[src/rtl/complex_power_acc.sv]
// Per-sample complex power |x|^2 = re^2 + im^2 plus frame integration over a
// run-time programmable number of samples (acc_len, 0 meaning 2**ACC_LEN_BITS).
module complex_power_acc #(
    parameter int DIN_WIDTH    = 16,
    parameter int ACC_LEN_BITS = 10
) (
    input  logic                                clk,
    input  logic                                rst,
    input  logic signed [DIN_WIDTH-1:0]         din_re,
    input  logic signed [DIN_WIDTH-1:0]         din_im,
    input  logic                                din_valid,
    input  logic [ACC_LEN_BITS-1:0]             acc_len,
    input  logic                                acc_clear,
    output logic [2*DIN_WIDTH-1:0]              pow,
    output logic                                pow_valid,
    output logic [2*DIN_WIDTH+ACC_LEN_BITS-1:0] dout,
    output logic                                dout_valid
);

    // state | meaning
    // IDLE  | waiting for the first sample of a frame; acc_len is latched on it
    // RUN   | inside a frame; rem_r counts the samples still to come

    localparam int POW_WIDTH  = 2*DIN_WIDTH;
    localparam int DOUT_WIDTH = 2*DIN_WIDTH + ACC_LEN_BITS;
    localparam int LEN_WIDTH  = ACC_LEN_BITS + 1;

    typedef enum logic {
        IDLE = 1'b0,
        RUN  = 1'b1
    } state_t;

    state_t                 state, state_nxt;
    logic [LEN_WIDTH-1:0]   rem_r, rem_nxt;
    logic [LEN_WIDTH-1:0]   len_in;
    logic                   first_nxt, last_nxt;

    logic                          s1_valid, s1_first, s1_last;
    logic signed [DIN_WIDTH-1:0]   s1_re, s1_im;
    logic                          s2_valid, s2_first, s2_last;
    logic [POW_WIDTH-1:0]          s2_re2, s2_im2;
    logic signed [POW_WIDTH-1:0]   re_sq, im_sq;
    logic                          s3_first, s3_last;
    logic [DOUT_WIDTH-1:0]         acc, acc_nxt;

    // Frame tracking runs on the input side so FIRST/LAST can ride along with the sample.
    always_comb begin
        state_nxt = state;
        rem_nxt   = rem_r;
        first_nxt = 1'b0;
        last_nxt  = 1'b0;
        len_in    = {1'b0, acc_len};
        if (acc_len == '0) begin
            len_in = {1'b1, {ACC_LEN_BITS{1'b0}}};
        end

        if (acc_clear) begin
            state_nxt = IDLE;
            rem_nxt   = '0;
        end

        if (din_valid) begin
            if (acc_clear || state == IDLE) begin
                first_nxt = 1'b1;
                rem_nxt   = len_in - LEN_WIDTH'(1);
                if (len_in == LEN_WIDTH'(1)) begin
                    last_nxt  = 1'b1;
                    state_nxt = IDLE;
                end else begin
                    state_nxt = RUN;
                end
            end else begin
                rem_nxt = rem_r - LEN_WIDTH'(1);
                if (rem_r == LEN_WIDTH'(1)) begin
                    last_nxt  = 1'b1;
                    state_nxt = IDLE;
                end
            end
        end
    end

    always_ff @(posedge clk) begin
        if (rst) begin
            state <= IDLE;
            rem_r <= '0;
        end else begin
            state <= state_nxt;
            rem_r <= rem_nxt;
        end
    end

    // S1: input capture
    always_ff @(posedge clk) begin
        if (rst) begin
            s1_valid <= 1'b0;
            s1_first <= 1'b0;
            s1_last  <= 1'b0;
        end else begin
            s1_valid <= din_valid;
            s1_first <= din_valid & first_nxt;
            s1_last  <= din_valid & last_nxt;
        end
        s1_re <= din_re;
        s1_im <= din_im;
    end

    // Squares of a signed value are never negative, so the low POW_WIDTH bits are exact.
    always_comb begin
        re_sq = POW_WIDTH'(s1_re) * POW_WIDTH'(s1_re);
        im_sq = POW_WIDTH'(s1_im) * POW_WIDTH'(s1_im);
    end

    // S2: squares
    always_ff @(posedge clk) begin
        if (rst) begin
            s2_valid <= 1'b0;
            s2_first <= 1'b0;
            s2_last  <= 1'b0;
        end else begin
            s2_valid <= s1_valid;
            s2_first <= s1_first;
            s2_last  <= s1_last;
        end
        s2_re2 <= $unsigned(re_sq);
        s2_im2 <= $unsigned(im_sq);
    end

    // S3: per-sample power, held between valid samples
    always_ff @(posedge clk) begin
        if (rst) begin
            pow       <= '0;
            pow_valid <= 1'b0;
            s3_first  <= 1'b0;
            s3_last   <= 1'b0;
        end else begin
            pow_valid <= s2_valid;
            s3_first  <= s2_first;
            s3_last   <= s2_last;
            if (s2_valid) begin
                pow <= s2_re2 + s2_im2;
            end
        end
    end

    always_comb begin
        if (s3_first) begin
            acc_nxt = DOUT_WIDTH'(pow);
        end else begin
            acc_nxt = acc + DOUT_WIDTH'(pow);
        end
    end

    // S4: frame accumulation; a FIRST sample overwrites whatever an aborted frame left.
    always_ff @(posedge clk) begin
        if (rst) begin
            acc        <= '0;
            dout       <= '0;
            dout_valid <= 1'b0;
        end else begin
            dout_valid <= pow_valid & s3_last;
            if (pow_valid) begin
                acc <= acc_nxt;
                if (s3_last) begin
                    dout <= acc_nxt;
                end
            end
        end
    end

endmodule

[config.mk]
export PLATFORM = sky130hd
export DESIGN_NAME = complex_power_acc
export DESIGN_NICKNAME = d
export VERILOG_FILES = /design/src/rtl/complex_power_acc.sv
export SDC_FILE = /design/constraint.sdc
export NUM_CORES = 2
export LEC_CHECK = 0
export CORE_MARGIN = 2
export CORE_UTILIZATION = 45
export CTS_CLUSTER_DIAMETER = 120
export CTS_CLUSTER_SIZE = 30
export DETAILED_ROUTE_END_ITERATION = 10
export SYNTH_ARGS = -nofsm -noshare
export SYNTH_HDL_FRONTEND = slang
export SYNTH_SLANG_ARGS = --single-unit
[constraint.sdc]
create_clock -name clk -period 8 [get_ports clk]
set_input_delay 1.6 -clock clk [delete_from_list [all_inputs] [get_ports clk]]
set_output_delay 1.6 -clock clk [all_outputs]
set_load 0.01 [all_outputs]
### Yosys cells after proc, flatten, opt, wreduce, memory -nomap -nowiden

Index checks and enable logic that the tools add are counted.

| word-level totals | value |
|---|---|
| register bits after elaboration | 234 |
| logic and storage cells | 51 |
| input port bits | 46 |
| output and inout bits | 76 |

| cells by class | value |
|---|---|
| multiplexer cells | 16 |
| eq/ne operators | 2 |
| bitwise gates (word level) | 4 |
| multiply operators | 2 |
| reductions and logical operators | 4 |
| $add $sub $neg | 4 |

Operators by type and width:

| kind | number |
|---|---|
| multiplier 16 x 16 -> 32 bit | 2 |
| 2-to-1 mux 11 bit | 4 |
| adder 42 x 32 -> 42 bit | 1 |
| 2-to-1 mux 42 bit | 1 |
| adder 32 bit | 1 |
| equality test 11 x 1 -> 1 bit (second input constant) | 2 |
| subtractor 11 x 1 -> 11 bit (second input constant) | 2 |
| 2-to-1 mux 1 bit | 11 |
| zero test 10 bit | 1 |
| bitwise AND 1 bit | 3 |
| AND reduction 2 bit | 1 |
| nonzero test 2 bit | 1 |
| logical OR 1 bit | 1 |
| NOT 1 bit | 1 |

### Longest topological paths before layout

| logic depth | value |
|---|---|
| depth after elaboration | 7 |
| mapped depth | 25 |
| depth with buffers taken out | 24 |

### Worst setup path before layout

OpenSTA, ideal clock, no wires.

| path | value |
|---|---|
| path kind | register to register |
| start point | reg s1_re[15] |
| end point | reg s2_re2[30] |
| path buffers | 2 |
| period minus slack after synthesis | 6.325 ns |
| slack | 1.675 ns |
| data arrival time | 6.253 ns |
| required time | 7.928 ns |
| stages on the path, launching flop included | 23 |
| setup time | 0.072 ns |
| path through | dfxtp_1 -> clkbuf_1 -> inv_1 -> buf_1 -> nor2_1 -> fa_1 -> fa_1 -> fa_1 -> fa_1 -> fa_1 -> inv_1 -> fa_1 -> inv_1 -> ha_1 -> a2111oi_0 -> o21ai_0 -> nand2_1 -> nand2_1 -> or3b_2 -> a211oi_1 -> o31ai_1 -> a21oi_1 -> xnor2_1 |

| between the ends | value |
|---|---|
| longest elaborated chain between the ends | 1 |

RTL lines:

| what | RTL line | source |
|---|---|---|
| start: declaration | 39 | `logic signed [DIN_WIDTH-1:0] s1_re, s1_im;` |
| start signal: assignment | 103 | `s1_re <= din_re;` |
| multiplier 16 x 16 -> 32 bit | 109 | `re_sq = POW_WIDTH'(s1_re) * POW_WIDTH'(s1_re);` |
| named net re_sq[30] | 42 | `logic signed [POW_WIDTH-1:0] re_sq, im_sq;` |
| end signal: assignment | 124 | `s2_re2 <= $unsigned(re_sq);` |
| end: declaration | 41 | `logic [POW_WIDTH-1:0] s2_re2, s2_im2;` |

The timed path passes the listed nets, and every way through them passes these cells.
A chain may end at the register's enable or synchronous reset.

### Worst setup path after layout

| path | value |
|---|---|
| start point | reg s1_im[1] |
| end point | reg s2_im2[30] |

| between the ends | value |
|---|---|
| longest elaborated chain between the ends | 1 |

RTL lines:

| what | RTL line | source |
|---|---|---|
| start: declaration | 39 |  |
| start signal: assignment | 104 | `s1_im <= din_im;` |
| multiplier 16 x 16 -> 32 bit | 110 | `im_sq = POW_WIDTH'(s1_im) * POW_WIDTH'(s1_im);` |
| named net im_sq[30] | 42 |  |
| end signal: assignment | 125 | `s2_im2 <= $unsigned(im_sq);` |
| end: declaration | 41 |  |

The timed path passes the listed nets, and every way through them passes these cells.

==> run_results.csv <==
group,metric,value,unit
worst_setup_path,path_class,"flop to flop",
logic_synthesis,synth_edf_count,0,
logic_synthesis,yosysTopAreaCell,"fa_1",
clock_tree,hold_buffers,0,
finish,postLayoutCellArea,30730,µm²
logic_synthesis,syn-cell-area,28270,µm²
worst_setup_path,r2r_start,"s1_im[1]",
route,drtAntennaViolNets,0,
worst_setup_path,reg2regPathDepth,20,
floorplan,fp-row-count,91,
grt,grt_pass1_wl,106.1,mm
route,drt-total-wl,63.74,mm
route,via_count,20633,
clock_tree,postCtsSetupRepairBufs,0,
worst_setup_path,r2r-end,"s2_im2[30]",
timing,setup_violations,0,
logic_synthesis,yosysSeqAreaShare,0.1643,
worst_setup_path,crit_family,"adder cells",
worst_setup_path,crit_arrival,7.29,ns
logic_synthesis,netlist_top_cells_area,"fa_1 (33%), dfxtp_1 (16%), ha_1 (11%), inv_1 (8.9%), xnor2_1 (3.2%)",
logic_synthesis,syn_inst,3121,
finish,final_cells,4009,
worst_hold_path,min-delay-path-class,"flop to flop",
worst_setup_path,cp-end-kind,"flop",
finish,fin_nets,3928,
placed_design,dp_hpwl,52.63,mm
route,drt-initial-drc-count,785,
worst_setup_path,r2r_slack,1.13,ns
clock_tree,cts_resized,0,
timing,tns,0,ns
route,route.detailed.drc,0,
worst_hold_path,hold_depth,1,
floorplan,initial_core_util,0.4564,
placed_design,placed_cell_area,30240,µm²
logic_synthesis,ys_warn_count,0,
logic_synthesis,ys_types,72,
worst_setup_path,critPathLaunchType,"flop",
placed_design,port_buffers,121,
worst_hold_path,hold_end,"s2_valid",
grt,grt_pass1_vias,21607,
timing,finalHoldViolations,0,
timing,finalCritPeriodShare,0.8584,
logic_synthesis,ys_top_cells_by_count,"inv_1 (671), fa_1 (468), ha_1 (247), nand2_1 (239), dfxtp_1 (232)",
worst_hold_path,hp-start,"s1_valid",
clock_tree,htree_levels,1,
logic_synthesis,syn_nets,3882,
worst_setup_path,cp_common_cell,"fa_1",
finish,n_antenna_cell,0,
status,status,"finished clean",
clock_tree,cts_root_buf,"clkbuf_16",
finish,area_growth,8.678,%
clock_tree,clkSlewWorstSetupHoldPaths,0.12,ns
floorplan,ios,122,
floorplan,dieWidth,254.7,µm
clock_tree,numCtsBuffers,14,
timing,clock_skew,0.03235,ns
timing,rsz0062_at_grt,"no",
logic_synthesis,yosysMostFrequentCell,"inv_1",
finish,register_area,4647,µm²
logic_synthesis,synth_top_area_share,0.3314,
finish,layout-drive-gt1-share,0.02333,
finish,filler_cell_count,5918,
floorplan,die_y,254.7,µm
logic_synthesis,syn_avg_cell_area,9.059,µm²
clock_tree,tritoncts,"built",
worst_setup_path,crit_chain,"nand2_1 -> fa_1 -> fa_1 -> fa_1 -> inv_1 -> fa_1 -> fa_1 -> inv_1 -> fa_1 -> inv_1 -> ha_1 -> o21ai_0 -> a21oi_1 -> a31o_2 -> a21o_1 -> a22o_1 -> a22o_1 -> o311ai_2 -> o21ai_0 -> xor2_1",
worst_setup_path,max_stage_delay,0.87,ns
worst_setup_path,path_max_fanout,21,
clock_tree,cts.sinks,232,
run,maxCapViolCount,0,
timing,maxSlewHeadroom,0.3539,
timing,period_needed,6.868,ns
logic_synthesis,postSynth.asyncResetShare,0,
worst_setup_path,slowest_stage,"dfxtp_1",
timing,max_slew.worst_pin.slew,0.9618,ns
grt,grtUsageTotal,0.2031,
route,wl_per_cell,15.90,µm
worst_setup_path,cp.required,8.42,ns
timing,slew_violations,0,
finish,multiInputGateArea,20710,µm²
grt,antenna_found_initial,0,
logic_synthesis,synth-seq-cells,232,
timing,max_clock_freq,145.6,MHz
clock_tree,clk_path_buf_depth,3,
placed_design,gp_congestion,0.8928,
grt,grt_max_degree,76,
logic_synthesis,synth_ff_type,"dfxtp_1",
clock_tree,clock_latency,0.54,ns
grt,grt_overflow_total,0,
floorplan,core_area,61940,µm²
placed_design,dp_cells,3988,
route,drtPass1Iterations,5,
route,vias_per_cell,5.147,
floorplan,die_area,64850,µm²
worst_setup_path,crit_buf_inv,3,
registers in the layout, indices dropped and copies added (netlist names):
name	count
state	1
s1_valid	1
s2_valid	1
pow_valid	1
dout_valid	1
s1_last	1
s3_first	1
pow	32
acc	42
s2_re2	31
s1_first	1
s2_im2	31
s2_first	1
dout	42
s1_im	16
s2_last	1
s3_last	1
s1_re	16
rem_r	11
worst max-delay path by stage:
stage / from / end / slack (ns) / cells after the start
6_report: s1_im[1] / s2_im2[30] / 1.13 / 20
2_1_floorplan: s1_re[15] / s2_re2[30] / 1.68 / 22
5_1_grt: s1_re[15] / s2_re2[30] / 0.77 / 20
4_1_cts: s1_im[1] / s2_im2[30] / 1.22 / 20
3_3_place_gp: s1_re[15] / s2_re2[30] / 1.30 / 20
3_5_place_dp: s1_im[1] / s2_im2[30] / 1.29 / 20
cells in the final DEF, fill, tap and decap left out, types with 35 or more instances in the layout:
master,Yosys,layout
a211oi_1,69,69
a21o_1,53,53
a21oi_1,125,125
and2_1,83,82
clkdlybuf4s50_1,0,120
dfxtp_1,232,230
fa_1,468,468
ha_1,247,247
inv_1,671,671
mux2i_1,35,35
nand2_1,239,239
nor2_1,223,223
o21ai_0,80,80
xnor2_1,104,104
xor2_1,40,40
logic make-up after synthesis:
| kind of cell | share of synthesized area |
|---|---|
| xor gates and xnor gates | 0.04461 |
| muxes | 0.01239 |
| buffers and inverters | 0.1031 |
| DFF | 0.1643 |
| AOI/OAI and AO/OA | 0.1117 |
| adders and majority gates | 0.4407 |
| and+or+nand+nor | 0.1232 |
through the flow:
stage	util	worst slack (ns)	hold slack (ns)
3_3_place_gp	0.4882	1.303	0.4195
2_1_floorplan	-	1.675	0.3475
6_report	0.4961	1.132	0.4223
3_5_place_dp	0.4882	1.287	0.4239
5_1_grt	0.4961	0.7664	0.4592
4_1_cts	0.4961	1.216	0.4293
routing by layer:
| layer | routed length (µm) | vias to the layer above | share of wire | global-route usage |
|---|---|---|---|---|
| li1 | - | 9908 | - | - |
| met1 | 27240 | 10324 | 0.43 | 0.2583 |
| met2 | 33310 | 346 | 0.52 | 0.3794 |
| met3 | 2245 | 55 | 0.035 | 0.01531 |
| met4 | 942 | 0 | 0.015 | 0.03759 |
| met5 | 0 | - | 0 | 0 |
area by class of cell:
type | instances | area share
Multi-Input combinational cell | 2113 | 0.6742
Sequential cell | 232 | 0.1512
Inverter | 672 | 0.08209
Timing Repair Buffer | 134 | 0.04251
Tap cell | 837 | 0.03408
Clock buffer | 15 | 0.01222
Clock inverter | 6 | 0.003665
worst register-to-register path, stage by stage (launching register included):
cell      delay, ns
dfxtp_1        0.87
nand2_1        0.24
fa_1           0.53
fa_1           0.53
fa_1           0.52
inv_1          0.06
fa_1           0.49
fa_1           0.50
inv_1          0.05
fa_1           0.48
inv_1          0.04
ha_1           0.31
o21ai_0        0.31
a21oi_1        0.18
a31o_2         0.27
a21o_1         0.19
a22o_1         0.28
a22o_1         0.27
o311ai_2       0.32
o21ai_0        0.17
xor2_1         0.16
Power is left out: the tool's default activity adds up to more than one toggle a clock period on the data nets, which glitch-free logic cannot reach.
